`src/rtl/lifo_pkg.sv`:
```
// rtl/lifo_pkg.sv - shared types and helpers for the dual-mode LIFO/FIFO buffer
package lifo_pkg;

  typedef enum logic {MODE_LIFO = 1'b0, MODE_FIFO = 1'b1} lifo_mode_e;

  function automatic int cnt_width(input int depth);
    return $clog2(depth) + 1;
  endfunction

endpackage

```
`src/rtl/lifo_deque_ram.sv`:
```
// rtl/lifo_deque_ram.sv - storage array: one synchronous write port, one asynchronous read port, no reset
module lifo_deque_ram #(
  parameter int DEPTH      = 32,
  parameter int DATA_WIDTH = 32,
  parameter int AW         = $clog2(DEPTH)
) (
  input  logic                  clk_i,
  input  logic                  wr_en,
  input  logic [AW-1:0]         wr_addr,
  input  logic [DATA_WIDTH-1:0] wr_data,
  input  logic [AW-1:0]         rd_addr,
  output logic [DATA_WIDTH-1:0] rd_data
);

  logic [DATA_WIDTH-1:0] mem [DEPTH];

  always_ff @(posedge clk_i) begin
    if (wr_en) begin
      mem[wr_addr] <= wr_data;
    end
  end

  assign rd_data = mem[rd_addr];

endmodule

```
`src/rtl/lifo_deque.sv`:
```
// rtl/lifo_deque.sv - bounded buffer popping newest-first or oldest-first per cycle from shared storage
import lifo_pkg::*;

module lifo_deque #(
  parameter int DEPTH           = 32,
  parameter int DATA_WIDTH      = 32,
  parameter int ALMOST_FULL     = DEPTH - 2,
  parameter int ALMOST_EMPTY    = 2,
  parameter int OUTPUT_REGISTER = 0
) (
  input  logic                          clk_i,
  input  logic                          reset_ni,
  input  logic                          mode_i,
  input  logic                          flush_i,
  input  logic                          push_i,
  input  logic [DATA_WIDTH-1:0]         push_data_i,
  input  logic                          pop_i,
  output logic [DATA_WIDTH-1:0]         pop_data_o,
  output logic                          pop_valid_o,
  output logic                          empty_o,
  output logic                          full_o,
  output logic                          almost_empty_o,
  output logic                          almost_full_o,
  output logic [cnt_width(DEPTH)-1:0]   count_o,
  input  logic                          err_clear_i,
  output logic                          overflow_o,
  output logic                          underflow_o
);

  localparam int AW = $clog2(DEPTH);
  localparam int CW = cnt_width(DEPTH);
  localparam logic [AW-1:0] PTR_ONE = AW'(1);
  localparam logic [CW-1:0] CNT_ONE = CW'(1);

  logic [AW-1:0]         wr_ptr, rd_ptr, top_ptr;
  logic [CW-1:0]         count;
  logic                  is_empty, is_full;
  logic                  push_acc, pop_acc, set_ovf, set_unf;
  logic [AW-1:0]         wr_addr, rd_addr;
  logic [DATA_WIDTH-1:0] rd_data;
  lifo_mode_e            mode;

  assign mode     = lifo_mode_e'(mode_i);
  assign top_ptr  = wr_ptr - PTR_ONE;
  assign is_empty = (count == '0);
  assign is_full  = (count == CW'(DEPTH));

  // Acceptance in priority order: flush, push+pop, push alone, pop alone.
  always_comb begin
    push_acc = 1'b0;
    pop_acc  = 1'b0;
    set_ovf  = 1'b0;
    set_unf  = 1'b0;
    if (!flush_i) begin
      if (push_i && pop_i) begin
        push_acc = 1'b1;
        if (is_empty) set_unf = 1'b1;
        else          pop_acc = 1'b1;
      end else if (push_i) begin
        if (is_full) set_ovf  = 1'b1;
        else         push_acc = 1'b1;
      end else if (pop_i) begin
        if (is_empty) set_unf = 1'b1;
        else          pop_acc = 1'b1;
      end
    end
  end

  // A LIFO push+pop replaces the top word in place instead of moving pointers.
  assign wr_addr = (pop_acc && mode == MODE_LIFO) ? top_ptr : wr_ptr;
  assign rd_addr = (mode == MODE_FIFO) ? rd_ptr : top_ptr;

  lifo_deque_ram #(
    .DEPTH      (DEPTH),
    .DATA_WIDTH (DATA_WIDTH),
    .AW         (AW)
  ) u_ram (
    .clk_i   (clk_i),
    .wr_en   (push_acc),
    .wr_addr (wr_addr),
    .wr_data (push_data_i),
    .rd_addr (rd_addr),
    .rd_data (rd_data)
  );

  always_ff @(posedge clk_i or negedge reset_ni) begin
    if (!reset_ni) begin
      wr_ptr <= '0;
      rd_ptr <= '0;
      count  <= '0;
    end else if (flush_i) begin
      wr_ptr <= '0;
      rd_ptr <= '0;
      count  <= '0;
    end else if (push_acc && pop_acc) begin
      if (mode == MODE_FIFO) begin
        wr_ptr <= wr_ptr + PTR_ONE;
        rd_ptr <= rd_ptr + PTR_ONE;
      end
    end else if (push_acc) begin
      wr_ptr <= wr_ptr + PTR_ONE;
      count  <= count + CNT_ONE;
    end else if (pop_acc) begin
      if (mode == MODE_FIFO) rd_ptr <= rd_ptr + PTR_ONE;
      else                   wr_ptr <= top_ptr;
      count <= count - CNT_ONE;
    end
  end

  // Setting an error wins over a clear in the same cycle.
  always_ff @(posedge clk_i or negedge reset_ni) begin
    if (!reset_ni) begin
      overflow_o  <= 1'b0;
      underflow_o <= 1'b0;
    end else begin
      overflow_o  <= set_ovf | (overflow_o  & ~err_clear_i);
      underflow_o <= set_unf | (underflow_o & ~err_clear_i);
    end
  end

  generate
    if (OUTPUT_REGISTER != 0) begin : g_out_reg
      logic [DATA_WIDTH-1:0] data_q;
      logic                  valid_q;

      always_ff @(posedge clk_i or negedge reset_ni) begin
        if (!reset_ni) begin
          data_q  <= '0;
          valid_q <= 1'b0;
        end else begin
          valid_q <= pop_acc;
          if (pop_acc) data_q <= rd_data;
        end
      end

      assign pop_data_o  = data_q;
      assign pop_valid_o = valid_q;
    end else begin : g_out_comb
      assign pop_data_o  = rd_data;
      assign pop_valid_o = pop_acc;
    end
  endgenerate

  assign count_o        = count;
  assign empty_o        = is_empty;
  assign full_o         = is_full;
  assign almost_full_o  = (count >= CW'(ALMOST_FULL));
  assign almost_empty_o = (count <= CW'(ALMOST_EMPTY));

endmodule

```
`config.mk`:
```
export PLATFORM = sky130hd
export DESIGN_NAME = lifo_deque
export DESIGN_NICKNAME = d
export VERILOG_FILES = /design/src/rtl/lifo_pkg.sv /design/src/rtl/lifo_deque_ram.sv /design/src/rtl/lifo_deque.sv
export SDC_FILE = /design/constraint.sdc
export NUM_CORES = 1
export LEC_CHECK = 0
export CORE_ASPECT_RATIO = 0.6
export CORE_MARGIN = 2
export CORE_UTILIZATION = 30
export DETAILED_ROUTE_END_ITERATION = 12
export GPL_ROUTABILITY_DRIVEN = 0
export PLACE_DENSITY = 0.52
export SLEW_MARGIN = 20
export SYNTH_ARGS = -nofsm -noshare
export SYNTH_HDL_FRONTEND = slang
export SYNTH_SLANG_ARGS = --single-unit
```
`constraint.sdc`:
```
create_clock -name clk_i -period 7.65 [get_ports clk_i]
set_input_delay 0.765 -clock clk_i [delete_from_list [all_inputs] [get_ports clk_i]]
set_output_delay 0.765 -clock clk_i [all_outputs]
set_load 0.01 [all_outputs]
```
==> metrics <==
CP Max Fanout 53; PnR worst setup slack 1040 ps; CTS tree yes; Worst Tran Pin Value about 1200 ps; fin util 35.1%; DRC violation total after the first TritonRoute iteration 3135; fin crit share 86.4%; Worst EP required 6880 ps; FP Rows about 110; Port Buffers 83; Syn. warnings 0; Inst Count DP about 4.3k; postcts setup bufs 0; layout cells sized above 1 19.7%; core area 0.140 mm²; max_cap viols 0; fillers 13.1k; drt total wl 128 mm; fraction of registers with async set/reset under 10%; relative slew slack 20.5%; Setup Skew 39.0 ps; Peak VDD IR 0.188 mV; kind of critical path reg2out; initial antenna violation count 15; count leader, synth edfxtp_1; Total Die Area 0.145 mm²; # DRC 0; htree depth 3; Die Height 295 µm; Total GRT Usage between 15 and 20%; post-synth top area cell edfxtp_1; first-pass GRT wire length approximately 180 mm; Hold Buf Count CTS 0; Leakage 15.4 nW; NumNets Final 2530; Area Overhead vs Synth 15.8%; area share of the largest cell type after synthesis 72.5%; DP HPWL 72.3 mm; worst-skew pair later-pin latency around 730 ps; Avg WL per Cell 28.6 µm; Hold Vio Cnt, Final 0; pre-CTS WS 1760 ps; Peak Freq 151 MHz; router iterations before antenna repair 7; final setup TNS 0 ps; status completed; Post-synth top flop edfxtp_1; Routed Antenna Nets 0; Final Slew Violations 0; via count of the first global-routing pass around 25k; clk buf depth 3; Final Non-Filler Cells around 4.5k; area of the multi-input gates ~0.011 mm²; cells after synthesis 2389; via count 24.4k; Avg Inst Size Synth 17.8 µm²; number of CTS-inserted buffers 103; Die Wd approximately 490 µm; Post-CTS Resized 0; # IOs 84; most frequent cells after synthesis edfxtp_1 (1024), mux4_2 (192), a211oi_1 (130); register area 0.0312 mm²; GRT overflow 0; Critical Path Start Type register; Post-synth EDFFs 1024; synthesized area 0.0424 mm²; dominant cells by area after synthesis edfxtp_1 (72%), mux4_2 (10%), a211oi_1 (2.3%); crit end category primary output; WP data arrival 5840 ps; Post-DP Area between 0.04 and 0.05 mm²; largest net degree at the start of global routing approximately 110; #FFs+latches synth 1042; Post-Layout Inst Area approximately 0.049 mm²; clk slew on worst S/H paths ~60 ps; unrepaired setup endpoints after global routing false; Netlist cell types 70; PwrDens 316 mW/mm²; Hold WC Path Type reg2reg; Min Clock Period, post-route 6610 ps; CTS root buf clkbuf_16; DR vias/cell 5.46; Initial Utilization 30.4%; clk sink count 1042; sequential fraction of the synthesis area ~74%; Setup Viol. Count Final 0; post-synthesis net count 2436
==> final timing paths <==
path	start	to	slack [ps]	depth (start not counted)
setup / recovery	wr_ptr[0]	pop_data_o[28]	1040	11
hold / removal	underflow_o	underflow_o	510	1
setup reg to reg	wr_ptr[0]	u_ram.mem[22][10]	3100	9
hold reg to reg	underflow_o	underflow_o	510	1
max in group asynchronous	reset_ni	rd_ptr[0]	6420	1
min in group asynchronous	reset_ni	count_o[5]	590	1
==> layout by cell type (no fill, tap or decap), types with 5 or more instances in the layout <==
master	netlist	routed
a211oi_1	130	130
clkinv_1	1	19
nor2_4	0	32
clkdlybuf4s50_1	0	53
or4_1	30	30
mux2i_1	5	5
edfxtp_1	1024	1024
dfrtp_1	18	16
a21o_1	7	7
nand3_1	63	63
xor2_1	7	7
ha_1	7	6
buf_4	3	71
nor4_1	33	33
a22o_1	32	32
inv_1	70	70
nand2b_1	10	10
o22ai_1	32	32
clkbuf_16	0	103
bufinv_16	0	10
clkinv_2	0	14
or3_1	35	35
clkbuf_1	82	24
a311oi_1	63	63
xnor2_1	6	6
o21bai_1	62	62
mux4_2	192	192
clkinvlp_4	0	12
nor2_1	52	20
a21oi_1	109	109
o21ai_0	13	13
nand2_1	118	116
o2111ai_1	31	31
diode_2	0	8
buf_2	57	28
nor3_1	9	7
==> metal layers <==
| layer | GRT usage [%] | share of wire [%] | up-vias |
|---|---|---|---|
| met5 | 0 | 0.060 | - |
| met4 | 6.15 | 3.3 | 10 |
| met3 | 4.14 | 9.3 | 214 |
| met2 | 24.6 | 43 | 1076 |
| met1 | 26.1 | 45 | 13000 |
| li1 | - | - | 10100 |
==> registers in the layout, indices dropped and copies added, names as in the netlist <==
register / count
u_ram.mem: 1024
count_o: 6
rd_ptr: 5
wr_ptr: 5
overflow_o: 1
underflow_o: 1
==> cell type report <==
cell class,count,area share [%]
clock buffers,127,5.43
clock inverters,63,1.46
inverters,74,0.566
flip-flops and latches,1042,63.5
repair buffers,159,2.74
diodes,8,0.0408
multi-input cells,1103,21.4
well taps,1890,4.81
==> worst max-delay path: stages (launching register included) <==
cell and delay (ps):
dfrtp_1 790, inv_2 80, ha_2 480, buf_4 340, or2_1 360, nand2_8 260, buf_4 730, mux4_2 420
nand2_1 100, a21oi_1 190, or4_1 760, clkdlybuf4s50_1 560
==> metrics by stage <==
stage                     hold slack [ps]  power (mW)
after CTS                             518        15.7
after floorplan                       469        8.93
after detailed placement              493        10.6
after global placement                485        10.5
after global routing                  549        16.1
final                                 507        15.5
==> kinds of logic after synthesis <==
| family | Yosys count | synth area share [%] |
|---|---|---|
| flip-flops | 1042 | 73.5 |
| AO/OA/AOI/OAI | 509 | 8.68 |
| adder cells (fa/ha/maj) | 8 | 0.254 |
| multiplexers | 200 | 10.4 |
| XOR/XNOR | 13 | 0.268 |
| AND/OR/NAND/NOR | 373 | 4.44 |
| buffers and inverters | 244 | 2.44 |
==> report_power, final <==
| part | total, mW | internal (mW) | switching (mW) |
|---|---|---|---|
| sequential | 6.53 | 6.42 | 0.108 |
| clock | 5.10 | 2.85 | 2.25 |
| combinational | 3.91 | 1.47 | 2.44 |
(Power assumes the default switching activity.)
==> RTL edit: new RTL, same settings <==
Reset style: synchronous (`reset_ni`), changed in 3 clocked blocks. Comments in the files are not updated.
--- a/src/rtl/lifo_deque.sv
+++ b/src/rtl/lifo_deque.sv
@@ -85,3 +85,3 @@
 
-  always_ff @(posedge clk_i or negedge reset_ni) begin
+  always_ff @(posedge clk_i) begin
     if (!reset_ni) begin
@@ -110,3 +110,3 @@
   // Setting an error wins over a clear in the same cycle.
-  always_ff @(posedge clk_i or negedge reset_ni) begin
+  always_ff @(posedge clk_i) begin
     if (!reset_ni) begin
@@ -125,3 +125,3 @@
 
-      always_ff @(posedge clk_i or negedge reset_ni) begin
+      always_ff @(posedge clk_i) begin
         if (!reset_ni) begin
Check against the original RTL: not settled (the Yosys comparison gave no result); the edit may change what the design does.
==> RTL edit against the unedited design <==
- routed wire length down 13%
- via count is 14% lower
- worst setup slack better by 0.80 ns
- clock skew decreased by 0.021 ns
- area after synthesis fell by 3.7%
- sequential cell count stayed put
- cell area fell by 4.0%
Power is not compared: it rests on default switching activity, and its combinational part moved more than twofold at a synthesized area within 25%.
==> RTL edit: results (changes against the unedited design) <==
outcome completed; maximum clock insertion buffer count 3 (unchanged); number of antenna violations at the first check in global routing 4 (-11); wire length of the first global-routing pass 157.6 mm (-13%); Crit path largest cell delay 0.64 ns (-0.15 ns); standard cell with the maximum stage delay on the critical path sky130_fd_sc_hd__mux2i_1; reg-to-reg endpoint u_ram.mem[27][22]$_DFFE_PP_; Starting DRT DRC Count 2508 (-20%); number of synthesized flops with an enable pin 1024 (unchanged); Hold Crit Depth 2 (+1); combinational cell power 0.898 mW; maximum fanout count along the critical path 21 (-60%); terminating pin of the worst hold path overflow_o$_SDFF_PN0_; post_cts resized 0 (unchanged); Synthesized Nets 2105 (-14%); cell area reported after detailed placement 44150 um^2 (-3.7%); kind of cell with the highest combined delay on the critical path buffers and inverters; Leak 14.58 nW; number of buffers added on ports 83 (unchanged); Reg2Reg Depth 7 (-2); Clock Skews 0.01826 ns (-0.02079 ns); clock transition time at the flip-flop clock pins of the worst setup and hold paths 0.07 ns; number of flip-flops under the largest register name 1024 (unchanged); detailed-routed wire length on met3 6.834 mm (-42%); number of levels the H-tree was split into 3 (unchanged); count of unique library cells instantiated by Yosys 60 (-14%); Clk Latency, worst-skew pair 0.67 ns (-0.06 ns); Most used DFF post-synth sky130_fd_sc_hd__edfxtp_1; clock buffers created by TritonCTS 93 (-9.7%); routed length on met1 52.53 mm (-7.8%); highest signal layer in the routed design met5; leading post-synthesis cells by instance count sky130_fd_sc_hd__edfxtp_1 (1024), sky130_fd_sc_hd__mux4_2 (221), sky130_fd_sc_hd__nand2_1 (178); main area contributors after synthesis sky130_fd_sc_hd__edfxtp_1 (75%), sky130_fd_sc_hd__mux4_2 (12%), sky130_fd_sc_hd__nand2_1 (1.6%); Relative slew margins 0.2592 (+0.05411); via count of the routed design 21020 (-14%); clock network power consumption 4.77 mW; worst min-delay path startpoint overflow_o$_SDFF_PN0_; total routed wirelength 110.3 mm (-13%); maximum number of pins on one net before global-route repair 64 (-43%); number of synthesis warnings 0 (unchanged); register-to-register path setup slack 3.28 ns (+0.18 ns); worst r2r src count_o[0]$_SDFFE_PP0P_; Biggest register u_ram.mem; fraction of layout instances using a drive strength above 1 0.2169 (+0.01946); all-layer global routing usage 0.1568 (-0.01771); clock root cell sky130_fd_sc_hd__clkbuf_16; wire length on met2 48.71 mm (-10%); number of filler cells placed in the layout 12530 (-4.3%); DPL Wire Length 61.50 mm (-15%); worst vdd ir 0.2276 mV; Final Net Count 2226 (-12%); crit path DAT 5.04 ns (-0.80 ns); share of synthesized area occupied by flip-flops and latches 0.7614 (+0.02608); Post CTS Setup Buffer Count 0 (unchanged); async set-or-reset flop fraction in the synthesized netlist 0 (-0.01727); DR pass1 iterations 5 (-2); Switching Fraction 0.2216; worst hold path type reg -> reg
RTL edit: cell count changes in the layout (fill, tap and decap cells not counted), moves of 33 or more:
cell / delta
sky130_fd_sc_hd__a311oi_1: -62
sky130_fd_sc_hd__a22oi_1: +33
sky130_fd_sc_hd__a21oi_1: -73
sky130_fd_sc_hd__o21bai_1: -62
sky130_fd_sc_hd__nand3_1: -55
sky130_fd_sc_hd__mux2i_1: +35
sky130_fd_sc_hd__nand2_1: +61
sky130_fd_sc_hd__a211oi_1: -61
sky130_fd_sc_hd__o21ai_0: +33
sky130_fd_sc_hd__inv_1: -58
RTL edit: cells by family after synthesis:
| kind of cell | count (synthesis) | synth area share |
|---|---|---|
| and+or+nand+nor | 287 | 0.02952 |
| xor gates and xnor gates | 15 | 0.003215 |
| muxes | 266 | 0.1330 |
| AOI/OAI and AO/OA | 301 | 0.05283 |
| adders and majority gates | 11 | 0.003552 |
| DFF | 1042 | 0.7614 |
| buffers and inverters | 133 | 0.01648 |
RTL edit: routing by layer:
metal  track usage  vias up
met2        0.2313      771
met5             0        -
met1        0.2399    11390
met4       0.03919        2
met3       0.02553      138
li1              -     8726
RTL edit: worst reg2reg max path: cells and delay by family (launching register included):
kind | cells | cell delay (ns)
AO/OA/AOI/OAI | 1 | 0.80
buffers and inverters | 2 | 0.59
flip-flops | 1 | 0.67
multiplexers | 1 | 0.37
AND/OR/NAND/NOR | 3 | 1.56
RTL edit: how the worst max path moves through the flow:
stage,start,endpoint,slack (ns)
finish,wr_ptr[0]$_SDFFE_PP0P_,pop_data_o[10],1.85
global route,mode_i,pop_data_o[16],1.56
CTS,mode_i,pop_data_o[16],1.78
detailed placement,mode_i,pop_data_o[16],1.79
global placement,mode_i,pop_data_o[15],1.74
floorplan,mode_i,u_ram.mem[0][0]$_DFFE_PP_,3.63
RTL edit: through the flow:
stage               utilization  power [mW]  std cells  setup WS [ns]  hold WS (ns)
finish                   0.3501       11.98       4054          1.846        0.5279
global route             0.3501       12.37       4054          1.559        0.5779
CTS                      0.3502       12.09       4049          1.783        0.5274
detailed placement       0.3278       7.354       3880          1.785        0.5094
global placement         0.3278       7.337       3880          1.736        0.5013
floorplan                     -       6.955       2055          3.633        0.4917
RTL edit: final cells by class:
type | instances | area, um^2 | share of cell area
Antenna cell | 2 | 5.005 | 0.0001061
Clock buffer | 111 | 2437 | 0.05169
Multi-Input combinational cell | 880 | 9382 | 0.1989
Clock inverter | 58 | 578.1 | 0.01226
Inverter | 14 | 52.55 | 0.001114
Tap cell | 1802 | 2255 | 0.04781
Timing Repair Buffer | 145 | 1336 | 0.02834
Sequential cell | 1042 | 31110 | 0.6597
